### src/rtl/pick_ctrl.sv
// pick_ctrl: frame sequencer for the pixel picker. Issues one GO per line,
// watches the PUSH strobe for a header timeout and for the line length,
// and reports a result code with a one-cycle DONE at the end of every frame.
module pick_ctrl #(
  parameter int unsigned NUM_LINES = 8,
  parameter int unsigned NUM_PIX   = 16,
  parameter int unsigned TIMEOUT   = 1024
) (
  input  logic        CLK,
  input  logic        RST,
  input  logic        START,
  input  logic        ABORT,
  input  logic        PUSH,
  output logic        GO,
  output logic        BUSY,
  output logic        DONE,
  output logic [1:0]  ERR_CODE,
  output logic [7:0]  LINE_IDX,
  output logic [15:0] FRAME_PIX
);

  localparam logic [2:0] S_IDLE   = 3'd0;
  localparam logic [2:0] S_ISSUE  = 3'd1;
  localparam logic [2:0] S_WAIT   = 3'd2;
  localparam logic [2:0] S_STREAM = 3'd3;
  localparam logic [2:0] S_FIN    = 3'd4;

  localparam logic [1:0] E_OK    = 2'd0;
  localparam logic [1:0] E_TMO   = 2'd1;
  localparam logic [1:0] E_LEN   = 2'd2;
  localparam logic [1:0] E_ABORT = 2'd3;

  localparam logic [7:0]  LAST_LINE = 8'(NUM_LINES - 1);
  localparam logic [7:0]  LINE_PIX  = 8'(NUM_PIX);
  localparam logic [15:0] TMO_LAST  = 16'(TIMEOUT - 1);

  logic [2:0]  state_q, state_d;
  logic [15:0] tmo_q, tmo_d;
  logic [7:0]  lpix_q, lpix_d;
  logic [7:0]  line_q, line_d;
  logic [15:0] fpix_q, fpix_d;
  logic [1:0]  err_q, err_d;
  logic        go_q, busy_q, done_q;
  logic [15:0] fpix_inc;
  logic [7:0]  lpix_inc;

  // Saturating increments for the frame and line pixel counters
  always_comb begin
    fpix_inc = (fpix_q == 16'hFFFF) ? fpix_q : fpix_q + 16'd1;
    lpix_inc = (lpix_q == 8'hFF) ? lpix_q : lpix_q + 8'd1;
  end

  // Next-state and counter logic; ABORT is tested first in every active state
  always_comb begin
    state_d = state_q;
    tmo_d   = tmo_q;
    lpix_d  = lpix_q;
    line_d  = line_q;
    fpix_d  = fpix_q;
    err_d   = err_q;
    case (state_q)
      S_IDLE: begin
        if (START && !ABORT) begin
          state_d = S_ISSUE;
          line_d  = '0;
          fpix_d  = '0;
          err_d   = E_OK;
          tmo_d   = '0;
          lpix_d  = '0;
        end
      end
      S_ISSUE: begin
        if (ABORT) begin
          state_d = S_FIN;
          err_d   = E_ABORT;
        end else begin
          state_d = S_WAIT;
          tmo_d   = '0;
        end
      end
      S_WAIT: begin
        if (ABORT) begin
          state_d = S_FIN;
          err_d   = E_ABORT;
        end else if (PUSH) begin
          state_d = S_STREAM;
          lpix_d  = 8'd1;
          fpix_d  = fpix_inc;
        end else if (tmo_q == TMO_LAST) begin
          state_d = S_FIN;
          err_d   = E_TMO;
        end else begin
          tmo_d = tmo_q + 16'd1;
        end
      end
      S_STREAM: begin
        if (ABORT) begin
          state_d = S_FIN;
          err_d   = E_ABORT;
        end else if (PUSH) begin
          fpix_d = fpix_inc;
          lpix_d = lpix_inc;
          if (lpix_q > LINE_PIX) begin
            state_d = S_FIN;
            err_d   = E_LEN;
          end
        end else if (lpix_q != LINE_PIX) begin
          state_d = S_FIN;
          err_d   = E_LEN;
        end else if (line_q == LAST_LINE) begin
          state_d = S_FIN;
          err_d   = E_OK;
        end else begin
          state_d = S_ISSUE;
          line_d  = line_q + 8'd1;
        end
      end
      S_FIN:   state_d = S_IDLE;
      default: state_d = S_IDLE;
    endcase
  end

  // State and output registers; GO/BUSY/DONE are decoded from the next state
  // so that they are flops aligned with the state they describe
  always_ff @(posedge CLK) begin
    if (RST) begin
      state_q <= S_IDLE;
      tmo_q   <= '0;
      lpix_q  <= '0;
      line_q  <= '0;
      fpix_q  <= '0;
      err_q   <= '0;
      go_q    <= 1'b0;
      busy_q  <= 1'b0;
      done_q  <= 1'b0;
    end else begin
      state_q <= state_d;
      tmo_q   <= tmo_d;
      lpix_q  <= lpix_d;
      line_q  <= line_d;
      fpix_q  <= fpix_d;
      err_q   <= err_d;
      go_q    <= (state_d == S_ISSUE);
      busy_q  <= (state_d != S_IDLE);
      done_q  <= (state_d == S_FIN);
    end
  end

  assign GO        = go_q;
  assign BUSY      = busy_q;
  assign DONE      = done_q;
  assign ERR_CODE  = err_q;
  assign LINE_IDX  = line_q;
  assign FRAME_PIX = fpix_q;

endmodule

### config.mk
export PLATFORM = sky130hd
export DESIGN_NAME = pick_ctrl
export DESIGN_NICKNAME = d
export VERILOG_FILES = /design/src/rtl/pick_ctrl.sv
export SDC_FILE = /design/constraint.sdc
export NUM_CORES = 1
export LEC_CHECK = 0
export BUFFER_PORTS_ARGS = -buffer_cell sky130_fd_sc_hd__buf_2
export CAP_MARGIN = 15
export CORE_ASPECT_RATIO = 1.4
export CORE_UTILIZATION = 35
export CTS_CLUSTER_SIZE = 30
export DETAILED_ROUTE_END_ITERATION = 16
export GPL_TIMING_DRIVEN = 1
export PLACE_DENSITY_LB_ADDON = 0.08
export RECOVER_POWER = 25
export SLEW_MARGIN = 20
export SYNTH_ARGS = -nofsm -noshare
export SYNTH_HDL_FRONTEND = slang
export SYNTH_SLANG_ARGS = --single-unit
### constraint.sdc
create_clock -name CLK -period 2.6 [get_ports CLK]
set_input_delay 0.52 -clock CLK [delete_from_list [all_inputs] [get_ports CLK]]
set_output_delay 0.52 -clock CLK [all_outputs]
set_load 0.05 [all_outputs]
; ---- After elaboration in Yosys (flattened, before gate mapping)
; Index checks and enable logic that the tools add are counted.
[word_totals]
rom_bits = 0
latchBits = 0
register_bits = 56
output_inout_bits = 29
ram_bits = 0
elab_cells = 103
input_bits = 5
memories = 0
[classes]
n_mux = 44
order_cmp = 1
eq_ne = 30
n_bitwise = 0
n_reduce_logical = 15
n_div = 0
n_shift = 0
n_mul = 0
n_addsub = 4
[op_table]
columns = operator, n
row1 = $mux 16, 8
row2 = $mux 8, 10
row3 = $pmux 16 s3, 1
row4 = $add 16x1->16 const B, 2
row5 = $pmux 16 s2, 1
row6 = $mux 3, 10
row7 = $ne 2x2->1 const B, 15
row8 = $pmux 8 s3, 1
row9 = $mux 2, 10
row10 = $add 8x1->8 const B, 2
row11 = $eq 16x10->1 const B, 1
row12 = $eq 16x16->1 const B, 1
row13 = $pmux 8 s2, 1
row14 = $reduce_and 7->1, 2
row15 = $pmux 3 s4, 1
row16 = $reduce_and 6->1, 2
row17 = $reduce_bool 3->1, 3
row18 = $eq 8x3->1 const B, 1
row19 = $eq 8x8->1 const B, 1
row20 = $gt 8x5->1 const B, 1
row21 = $ne 8x5->1 const B, 1
row22 = $pmux 2 s4, 1
row23 = $eq 3x1->1 const B, 2
row24 = $eq 3x2->1 const B, 2
row25 = 12 further kinds, 14

; ---- Longest topological paths before layout
[logic_depth]
ltp_word = 7
mapped_depth = 8
depth_no_buf = 7

; ---- Least setup slack after synthesis
; No wires, ideal clock.
[synth_path]
path_kind = reg2reg
startpoint = register line_q[0] (netlist: LINE_IDX[0])
endpoint = register line_q[7] (netlist: LINE_IDX[7])
n_path_buf = 1
arrival_ps = 2172
synth_period_minus_slack_ps = 2244
setup_slack_ps = 356
setup_ps = 72
stages_incl_launch_ff = 8
cell_sequence = dfxtp_1 -> ha_1 -> nand2_1 -> nor3_1 -> or4_4 -> buf_6 -> nor4_1 -> mux2i_1
[synth_via]
elab_chain_cells = 6
elab_cells_between_ends = 9
[synth_rtl]
columns = item, line
row1 = "start, declared", 40  ; logic [7:0] line_q, line_d;
row2 = "start signal, assigned", 140  ; line_q <= line_d;
row3 = $add 8x1->8, 115  ; line_d = line_q + 8'd1;
row4 = $mux 8, 110  ; end else if (line_q == LAST_LINE) begin
row5 = $mux 8, 107  ; end else if (lpix_q != LINE_PIX) begin
row6 = $mux 8, 100  ; end else if (PUSH) begin
row7 = $mux 8, 97  ; if (ABORT) begin
row8 = $pmux 8 s2, 61  ; case (state_q)
; Parallel ways exist; a longest one is shown, timed or not. The select of a mux whose other input is x is not followed.
; A chain may end at the register's enable or synchronous reset.

; ---- Final worst setup path
[layout_path]
startpoint = register lpix_q[0]
endpoint = register line_q[5] (netlist: LINE_IDX[5])
[layout_via]
elab_chain_cells = 3
[layout_rtl]
columns = item, line
row1 = "start, declared", 39  ; logic [7:0] lpix_q, lpix_d;
row2 = "start signal, assigned", 139  ; lpix_q <= lpix_d;
row3 = $ne 8x5->1, 107
row4 = $ne 2x2->1 (no line), n/a
row5 = $reduce_and 6->1 (no line), n/a
; No other way between the ends.

==> metrics.log <==
[metrics] run status: complete, no violations
[metrics] number of buffers inserted by post-CTS setup repair: 0
[metrics] fraction of final layout cells with drive strength greater than 1: 12.5%
[metrics] worst voltage drop across the vdd grid: 0.000227 V
[metrics] asr flop ratio synth: 0%
[metrics] overall die height: 113 um
[metrics] worst reg-to-reg path cell count: 7
[metrics] max-slew headroom at the worst pin: 56.3%
[metrics] post-DR vias/cell: 5.48
[metrics] Routed Wire Length: 7840 um
[metrics] DP Cell Count: 512
[metrics] number of vias in the routed layout: 2849
[metrics] Setup CP Type: reg -> reg
[metrics] DRC: 0
[metrics] Multi-input gate area: 0.00183 mm2
[metrics] clock slew seen by the registers of the worst setup and hold paths: 0.07 ns
[metrics] Tcrit/Tclk final: 86.3%
[metrics] worst clock skew: 0.00700 ns
[metrics] number of global-route vias before repair: 2644
[metrics] chain of cells forming the critical path: inv_1 -> ha_1 -> nor3b_4 -> nand3b_2 -> or4_4 -> or4_1 -> a21oi_1
[metrics] level count of the clock H-tree: 2
[metrics] predominant post-synthesis flop cell: sky130_fd_sc_hd__dfxtp_1
[metrics] Pwr per Cell Area: 502 mW/mm2
[metrics] RD Place Congestion: 0.811
[metrics] post-route ant nets: 0
[metrics] FF-to-FF Start: lpix_q[0]$_SDFFE_PP0P_
[metrics] critical path capture point type: flop
[metrics] most frequent cells in the layout: sky130_fd_sc_hd__dfxtp_1 (56), sky130_fd_sc_hd__nor2_1 (44), sky130_fd_sc_hd__nand2_1 (30), sky130_fd_sc_hd__nand3_1 (24), sky130_fd_sc_hd__clkbuf_1 (21)
[metrics] most common library cell in the layout ignoring fill and taps: sky130_fd_sc_hd__dfxtp_1
[metrics] time the final worst path needs with I/O delays and setup: 2.24 ns
[metrics] Layout Utilization: 41.5%
[metrics] max-cap check violation count: 0
[metrics] Min-Delay Path Depth: 2
[metrics] DP Wirelength: 5950 um
[metrics] crit path launch type: flop
[metrics] Post-Synthesis Net Count: 387
[metrics] destination of the worst register-to-register timing path: LINE_IDX[5]$_SDFFE_PP0P_
[metrics] CTS root buf: sky130_fd_sc_hd__clkbuf_16
[metrics] required time of the worst setup path: 2.84 ns
[metrics] TritonCTS Buffers: 5
[metrics] leakage power: 1.24 nW
[metrics] number of hold buffers added after cts: 0
[metrics] clock tree from TritonCTS: done
[metrics] Max Root-Sink Buffers: 2
[metrics] number of flops mapped to enable cells by yosys: 0
[metrics] worst-case hold slack: 0.492 ns
[metrics] growth of design area from synthesis to finish: 14.8%
[metrics] non-filler cells, final: 520
[metrics] boundary pin count: 34
[metrics] area of the die: 0.00923 mm2
[metrics] maximum frequency from static timing analysis: 446 MHz
[metrics] share of the yosys chip area belonging to registers: 36.2%
[metrics] number of antenna violations at the first check in global routing: 0
[metrics] Sinks on Clock Net: 56
[metrics] total count of max-transition violations in the final report: 0
[metrics] worst hold path endpoint: ERR_CODE[0]$_SDFFE_PP0P_
[metrics] Detailed Route Iter0 Violations: 172
[metrics] critical hold path startpoint: ERR_CODE[0]$_SDFFE_PP0P_
[metrics] arrival time reported for the critical path endpoint: 2.48 ns
[metrics] remaining global-route overflow: 0
[metrics] cell with the biggest individual delay on the critical path: sky130_fd_sc_hd__or4_4
[metrics] number of hold-slack violations in the final timing report: 0
[metrics] FF+latch area: 0.00112 mm2
[metrics] RSZ-0062 raised after global routing: no
[metrics] detailed-route wire length per cell: 15.1 um
[metrics] port bufs: 33
[metrics] maximum number of pins on one net before global-route repair: 18
[metrics] Crit path largest cell delay: 0.61 ns
[metrics] area of the core: 0.00856 mm2
[metrics] worst-path fanout max: 13
[metrics] total number of nets in the final design: 424
[metrics] Initial Util: 36.2%
[metrics] Hold Path Class: reg -> reg
[metrics] count of state elements after synthesis: 56
[metrics] yosys synthesis warning count: 0
[metrics] final setup violating endpoints: 0
[metrics] worst-margin pin slew: 0.651 ns
[metrics] post-synthesis instance area: 0.00310 mm2
[metrics] total global routing track utilization: 17.8%
[metrics] reg-to-reg slack, setup: 0.36 ns
[metrics] clock latency on the worst-skew pair: 0.30 ns
[metrics] setup_tns: 0 ns
[metrics] Overall Power: 1.78 mW
[metrics] synthesized instance count: 377
[metrics] cell row count: 40
[metrics] Fill cells: 893
[metrics] mean area per synthesized cell: 8.21 um2
[metrics] post-cts repair resize count: 0
[metrics] width of the die: 81.5 um
[metrics] wire length of the first global-routing pass: 12800 um
[metrics] count of unique library cells instantiated by Yosys: 66
[metrics] drt pass-1 iters: 4
[metrics] number of diodes: 0
sequential cells by signal, summed over array words and instances, names as in the netlist:
name       flops
DONE           1
tmo_q         16
state_q        3
GO             1
ERR_CODE       2
LINE_IDX       8
lpix_q         8
FRAME_PIX     16
BUSY           1
synth_stat cells (all sizes together), types with 4 or more instances:
cell type / count / area (um2)
dfxtp: 56 / 1120
nor2: 44 / 165
nand2: 30 / 113
nand3: 24 / 120
a21oi: 21 / 109
o21ai: 17 / 85.1
nor3: 15 / 80.1
xor2: 11 / 96.3
buf: 10 / 67.6
clkbuf: 10 / 38.8
nand4: 10 / 62.6
inv: 9 / 33.8
nor4: 9 / 62.6
xnor2: 9 / 78.8
or4: 7 / 56.3
and3: 6 / 37.5
and4: 6 / 52.6
mux2i: 6 / 60.1
or3: 6 / 38.8
a31oi: 5 / 31.3
ha: 5 / 62.6
o31ai: 5 / 37.5
or2: 5 / 31.3
nand2b: 4 / 25.0
nand3b: 4 / 33.8
o211ai: 4 / 30.0
cell type report:
cell class | count | share of cell area, %
clock inverters | 3 | 1.20
repair buffers | 50 | 7.50
multi-input cells | 292 | 51.6
inverters | 9 | 0.950
flip-flops and latches | 56 | 31.5
well taps | 105 | 3.70
clock buffers | 5 | 3.52
report_power, final:
group | internal [mW] | leakage (nW) | switching [mW]
Combinational | 0.0456 | 0.710 | 0.100
Sequential | 0.864 | 0.452 | 0.00816
Clock | 0.453 | 0.0798 | 0.314
worst max path at each step:
stage / to / cells after the start / from
after floorplan: LINE_IDX[7]$_SDFFE_PP0P_ / 7 / LINE_IDX[0]$_SDFFE_PP0P_
after global placement: FRAME_PIX[6]$_SDFFE_PP0P_ / 7 / ABORT
after detailed placement: LINE_IDX[5]$_SDFFE_PP0P_ / 7 / lpix_q[0]$_SDFFE_PP0P_
after CTS: LINE_IDX[5]$_SDFFE_PP0P_ / 7 / lpix_q[0]$_SDFFE_PP0P_
after global routing: LINE_IDX[6]$_SDFFE_PP0P_ / 7 / lpix_q[0]$_SDFFE_PP0P_
final: LINE_IDX[5]$_SDFFE_PP0P_ / 7 / lpix_q[0]$_SDFFE_PP0P_
layer usage:
| layer | vias up | GRT usage [%] | share of wire, % | wire length [um] |
|---|---|---|---|---|
| met2 | 49 | 32.5 | 52 | 4080 |
| met5 | - | 0 | 0 | 0 |
| li1 | 1459 | - | - | - |
| met1 | 1325 | 19.6 | 43 | 3370 |
| met3 | 16 | 2.74 | 2.3 | 183 |
| met4 | 0 | 7.98 | 2.7 | 208 |
logic make-up (layout without fill, tap and decap cells):
| kind of cell | after synthesis | after routing | share of synthesized area, % |
|---|---|---|---|
| xor gates and xnor gates | 20 | 20 | 5.66 |
| DFF | 56 | 56 | 36.2 |
| and+or+nand+nor | 188 | 188 | 34.5 |
| adders and majority gates | 5 | 5 | 2.02 |
| buffers and inverters | 29 | 67 | 4.53 |
| AOI/OAI and AO/OA | 73 | 73 | 15.2 |
| muxes | 6 | 6 | 1.94 |
stage by stage:
step / worst slack [ns] / area [um2]
after floorplan: 0.356 / 3100
after global placement: 0.359 / 3410
after detailed placement: 0.355 / 3410
after CTS: 0.333 / 3580
after global routing: 0.206 / 3550
final: 0.357 / 3550
critical path: cells and delay by family, from the launching register on:
kind | cells | cell delay, ns
simple gates | 4 | 1.49
compound gates | 1 | 0.14
buf+inv | 1 | 0.07
fa+ha+maj | 1 | 0.13
flops | 1 | 0.35
Power figures use the tool's default switching activity.
